## config.mk

```make
export PLATFORM = sky130hd
export DESIGN_NAME = pipeline_trace_uart_tx
export DESIGN_NICKNAME = d
export VERILOG_FILES = /design/src/rtl/pipeline_trace_uart_tx.sv
export SDC_FILE = /design/constraint.sdc
export NUM_CORES = 1
export LEC_CHECK = 0
export ABC_AREA = 1
export CAP_MARGIN = 20
export CORE_ASPECT_RATIO = 0.75
export CORE_MARGIN = 2
export CORE_UTILIZATION = 55
export CTS_CLUSTER_SIZE = 8
export DETAILED_ROUTE_END_ITERATION = 10
export PLACE_DENSITY_LB_ADDON = 0.25
export SLEW_MARGIN = 5
export SYNTH_ARGS = -nofsm -noshare
export SYNTH_HDL_FRONTEND = slang
export SYNTH_SLANG_ARGS = --single-unit
```

## constraint.sdc

```tcl
create_clock -name clk -period 3.6 [get_ports clk]
set_clock_uncertainty 0.15 [all_clocks]
set_input_delay 0.54 -clock clk [delete_from_list [all_inputs] [get_ports clk]]
set_output_delay 0.54 -clock clk [all_outputs]
set_load 0.01 [all_outputs]
```

## src/rtl/pipeline_trace_uart_tx.sv

```systemverilog
// pipeline_trace_uart_tx
//   Captures the five ARM stage PCs plus the ID-stage instruction on a
//   capture pulse and sends them to a host as a 26-byte 8N1 UART frame:
//   0xA5, if/id/exe/mem/wb PC, id_instruction (each big-endian), then the
//   XOR of bytes 1..24.
// Ports:
//   clk, rst           system clock, synchronous active-high reset
//   capture            snapshot request, accepted only while not busy
//   if_pc .. wb_pc     stage PCs (32 bits each)
//   id_instruction     instruction in the ID stage
//   tx                 UART serial output, idles high
//   busy               high while a frame is in flight
//   done               one-cycle pulse after the final stop bit
//   overrun            sticky: a capture arrived while busy
module pipeline_trace_uart_tx #(
  parameter int unsigned CLKS_PER_BIT = 868
) (
  input  logic        clk,
  input  logic        rst,
  input  logic        capture,
  input  logic [31:0] if_pc,
  input  logic [31:0] id_pc,
  input  logic [31:0] exe_pc,
  input  logic [31:0] mem_pc,
  input  logic [31:0] wb_pc,
  input  logic [31:0] id_instruction,
  output logic        tx,
  output logic        busy,
  output logic        done,
  output logic        overrun
);

  localparam int unsigned BW = (CLKS_PER_BIT > 2) ? $clog2(CLKS_PER_BIT) : 1;
  localparam logic [BW-1:0] BAUD_LAST = BW'(CLKS_PER_BIT - 1);
  localparam logic [7:0]    SYNC      = 8'hA5;
  localparam logic [4:0]    LAST_BYTE = 5'd25;

  typedef enum logic [1:0] {
    IDLE  = 2'd0,
    START = 2'd1,
    DATA  = 2'd2,
    STOP  = 2'd3
  } state_t;

  state_t         state, state_n;
  logic [BW-1:0]  baud_cnt, baud_n;
  logic [2:0]     bit_cnt, bit_n;
  logic [4:0]     byte_idx, idx_n;
  logic [7:0]     cur_byte, cur_n;
  logic [191:0]   snap, snap_n;
  logic [7:0]     csum, csum_n;
  logic           tx_n, busy_n, done_n, ovr_n;
  logic           bit_end;

  // XOR of all 24 payload bytes: fold the six words, then the four bytes.
  function automatic logic [7:0] payload_xor(input logic [31:0] a, b, c, d, e, f);
    logic [31:0] w;
    w = a ^ b ^ c ^ d ^ e ^ f;
    return w[31:24] ^ w[23:16] ^ w[15:8] ^ w[7:0];
  endfunction

  always_ff @(posedge clk) begin
    if (rst) begin
      state    <= IDLE;
      baud_cnt <= '0;
      bit_cnt  <= '0;
      byte_idx <= '0;
      cur_byte <= '0;
      snap     <= '0;
      csum     <= '0;
      tx       <= 1'b1;
      busy     <= 1'b0;
      done     <= 1'b0;
      overrun  <= 1'b0;
    end else begin
      state    <= state_n;
      baud_cnt <= baud_n;
      bit_cnt  <= bit_n;
      byte_idx <= idx_n;
      cur_byte <= cur_n;
      snap     <= snap_n;
      csum     <= csum_n;
      tx       <= tx_n;
      busy     <= busy_n;
      done     <= done_n;
      overrun  <= ovr_n;
    end
  end

  // tx is registered, so each transition loads the level of the *next* bit.
  always_comb begin
    state_n = state;
    baud_n  = baud_cnt;
    bit_n   = bit_cnt;
    idx_n   = byte_idx;
    cur_n   = cur_byte;
    snap_n  = snap;
    csum_n  = csum;
    tx_n    = tx;
    busy_n  = busy;
    done_n  = 1'b0;
    ovr_n   = overrun;
    bit_end = (baud_cnt == BAUD_LAST);

    case (state)
      IDLE: begin
        if (capture) begin
          state_n = START;
          tx_n    = 1'b0;
          busy_n  = 1'b1;
          baud_n  = '0;
          bit_n   = '0;
          idx_n   = '0;
          cur_n   = SYNC;
          snap_n  = {if_pc, id_pc, exe_pc, mem_pc, wb_pc, id_instruction};
          csum_n  = payload_xor(if_pc, id_pc, exe_pc, mem_pc, wb_pc, id_instruction);
        end
      end
      START: begin
        if (bit_end) begin
          baud_n  = '0;
          bit_n   = '0;
          state_n = DATA;
          tx_n    = cur_byte[0];
        end else begin
          baud_n = baud_cnt + 1'b1;
        end
      end
      DATA: begin
        if (bit_end) begin
          baud_n = '0;
          if (bit_cnt == 3'd7) begin
            state_n = STOP;
            tx_n    = 1'b1;
          end else begin
            bit_n = bit_cnt + 3'd1;
            tx_n  = cur_byte[bit_n];
          end
        end else begin
          baud_n = baud_cnt + 1'b1;
        end
      end
      STOP: begin
        if (bit_end) begin
          baud_n = '0;
          if (byte_idx == LAST_BYTE) begin
            state_n = IDLE;
            busy_n  = 1'b0;
            done_n  = 1'b1;
          end else begin
            state_n = START;
            tx_n    = 1'b0;
            idx_n   = byte_idx + 5'd1;
            if (idx_n == LAST_BYTE) begin
              cur_n = csum;
            end else begin
              cur_n  = snap[191:184];
              snap_n = {snap[183:0], 8'h00};
            end
          end
        end else begin
          baud_n = baud_cnt + 1'b1;
        end
      end
      default: begin
        state_n = IDLE;
        tx_n    = 1'b1;
        busy_n  = 1'b0;
      end
    endcase

    if (capture && busy) ovr_n = 1'b1;
  end

endmodule

```

==> results by group <==
Run status
  – Outcome: completed

Place
  – GP Congestion: between 0.9 and 1
  – Detailed placer's ending HPWL: 28500 um
  – PortBufs: just under 200

Global route
  – Number of global-route vias before repair: 12887
  – Initial antenna violation count: 5
  – Total track usage: 0.287
  – Largest net degree at the start of global routing: 194
  – First-pass GRT wire length: 62000 um
  – Remaining global-route overflow: 0

Drt
  – Number of DRC markers in iteration 0: 988
  – DR vias/cell: around 5.4
  – Antenna Nets Post-Route: 0
  – Post-Route WL: between 30000 and 40000 um
  – WL/cell: ~16 um
  – DRC: 0
  – Vias: between 10000 and 15000
  – Detailed-router iteration count before antenna repair: 5

Synthesis
  – Post-synthesis adder-cell area fraction: 0.00986
  – Xor/xnor share of the synthesized area: 0.0490
  – Register area share after synthesis: 0.333
  – Compound-Gate Fraction of Synth Area: 0.232
  – Synth unique cells: 38
  – Mux share of post-synthesis cell area: 0.0445
  – Yosys reg bits: 232
  – Synthesized area per cell: 6.87 sq um
  – Synth Cell Area: approximately 0.014 sq mm
  – Post-Synth Simple-Gate Area: 0.221
  – Syn_nets: ~2200
  – Largest family of logic cells by synthesized area: compound AO/OA/AOI/OAI gates
  – Gate Count Post-Synth: between 2000 and 2500
  – Ys Warns: 0

Power
  – Clock share of power: 0.257
  – Static leakage: 7.54 nW
  – Sw Ratio: 0.376
  – Share of total power in combinational logic: 0.347
  – Seq pwr share: 0.396
  – Psw: about 4.2 mW
  – Int Pwr: 6.95 mW
  – Power per cell area: 663 mW/mm^2
  – Maximum vdd drop: ~680 uV

Clock network
  – CTS tree: yes
  – CTS root buffer: clkbuf_16
  – H-tree levels: 2
  – Post-CTS Resized: 0
  – Inserted Clock Buffers: 34
  – Post-CTS Setup Repair Bufs: 0
  – Hold Buf Count CTS: 0
  – CTS clk-pin slew, worst paths: 50 ps
  – CTS sink cnt: approximately 230
  – Clk buf depth: 3
  – Clk_lat worst skew: ~500 ps

Critical path
  – Critical Path Sink Type: flop
  – Critical Path Start: state[0]
  – Worst reg2reg path depth: 11
  – Slowest cell on crit path: dfxtp_1
  – Reg2reg setup slack: a little under 700 ps
  – CP Cell Sequence: ha_4, nand4_1, o21ai_0, inv_1, nand2_4, clkinv_2, nand2_4, clkinv_8, buf_4, o21ai_0, a21oi_1
  – End point of the critical path: snap[163]
  – CP Data Required Time: 3800 ps
  – CP max FO: 73
  – RR Endpoint: snap[163]
  – Crit path kind: flop to flop
  – Startpoint Class: flop
  – CP arrival: between 3000 and 4000 ps
  – Reg2Reg Launch Point: state[0]
  – Worst path max stage delay: between 400 and 500 ps

Floorplan
  – Row count: 50
  – Core Region: 0.0250 sq mm
  – Die area: 0.0267 sq mm
  – Ports: a little under 200
  – Width of the die: 188 um
  – Initial Utilization: 0.559
  – Die span in y: between 100 and 150 um

STA
  – Final Hold Fails: 0
  – Final TNS setup: 0 ps
  – Max-slew violations: 0
  – Max Freq: between 300 and 400 MHz
  – Rel. slew slack: 0.313
  – Min Tclk post-route: slightly below 3000 ps
  – RSZ-0062 raised after global routing: no
  – Worst hold slack: between 300 and 400 ps
  – Setup Viol. Count Final: 0
  – Worst Max-Slew Pin Slew: around 1000 ps
  – Final worst path period share: 0.807

Finish
  – Nets: between 2000 and 2500
  – Share of layout cells above drive strength 1: 0.0732
  – P&R area growth vs syn: 20.4%

Flow run
  – Max-Cap Viols: 0

Min path
  – Hold crit path type: flop to flop
-- cells by family (layout without fill, tap and decap cells) --
logic type | count (synthesis) | in the layout
and+or+nand+nor | 748 | 748
xor gates and xnor gates | 78 | 78
DFF | 232 | 232
AOI/OAI and AO/OA | 565 | 565
muxes | 62 | 62
other | 0 | 4
adders and majority gates | 11 | 11
buffers and inverters | 336 | 477
-- final cells by class --
class	instances	area, sq um
clock buffers	37	926
flip-flops and latches	232	4640
repair buffers	208	2130
well taps	338	423
diodes	4	10.0
multi-input cells	1464	7770
fillers	2105	8160
inverters	232	887
-- state kept, by name, indices dropped and copies added (netlist names) --
signal	flops
snap	192
tx	1
csum	8
overrun	1
baud_cnt	10
done	1
state	2
bit_cnt	3
byte_idx	5
cur_byte	8
busy	1
-- synth_stat cells (all sizes together) --
library cell	instances	area, sq um
a41oi	1	8.76
nand4	3	18.8
nand2	433	1640
clkinv	2	13.8
nor3	11	60.1
nor2	152	573
clkbuf	62	233
a31oi	2	12.5
ha	11	138
nor4	1	6.26
a211oi	1	7.51
xor2	37	324
mux2i	62	621
o22ai	2	12.5
dfxtp	232	4640
a32oi	1	8.76
o21ai	205	1030
xnor2	41	359
buf	42	435
nand3b	17	128
or2	1	6.26
a21oi	352	2150
a221oi	1	8.76
inv	230	863
nand3	130	656
-- routing by layer --
layer,GRT usage,vias up,part of all wire
li1,-,6930,-
met1,0.349,6237,0.42
met2,0.504,407,0.48
met3,0.0535,87,0.068
met4,0.117,4,0.036
met5,0,-,0.00061
-- critical path, delay by kind of cell, from the launching register on --
family,cells,cell delay (ps)
compound gates,3,470
flops,1,430
fa+ha+maj,1,430
buf+inv,4,700
simple gates,3,560
-- how the worst min path moves through the flow --
stage / end / startpoint / depth (start not counted)
CTS: snap[5] / snap[5] / 2
detailed placement: snap[5] / snap[5] / 2
global route: snap[2] / snap[2] / 2
finish: snap[1] / snap[1] / 2
floorplan: snap[0] / snap[0] / 2
global placement: snap[1] / snap[1] / 2
-- stage by stage --
stage	area (sq um)	power, mW	util	std cells	setup slack, ps
detailed placement	15900	8.21	0.635	2474	533
finish	16800	11.1	0.673	2515	693
floorplan	14000	7.56	-	2032	1460
global route	16800	11.8	0.673	2511	399
CTS	16800	11.1	0.673	2511	675
global placement	15900	8.04	0.635	2474	662
-- layout by cell type, fill, tap and decap left out, types with 6 or more instances in the layout --
| cell | netlist | layout |
|---|---|---|
| nand3b_1 | 17 | 17 |
| ha_1 | 11 | 10 |
| a21oi_2 | 100 | 100 |
| nor2_1 | 151 | 151 |
| mux2i_1 | 62 | 62 |
| xnor2_1 | 41 | 41 |
| o21ai_1 | 163 | 163 |
| nor3_1 | 10 | 10 |
| nand2_1 | 431 | 431 |
| xor2_1 | 37 | 37 |
| a21oi_1 | 251 | 251 |
| buf_12 | 11 | 6 |
| clkbuf_16 | 0 | 37 |
| o21ai_0 | 42 | 42 |
| clkdlybuf4s50_1 | 0 | 198 |
| dfxtp_1 | 232 | 232 |
| inv_1 | 229 | 228 |
| nand3_1 | 129 | 129 |
-- power groups by stage --
stage	clock network (mW)	logic (mW)	registers (mW)
after floorplan	0	3.35	4.21
after global placement	0	3.67	4.37
after detailed placement	0	3.81	4.40
after CTS	2.90	3.84	4.38
after global routing	2.99	4.30	4.51
final	2.86	3.86	4.41
Note: power is estimated with default switching activity, not from simulation.
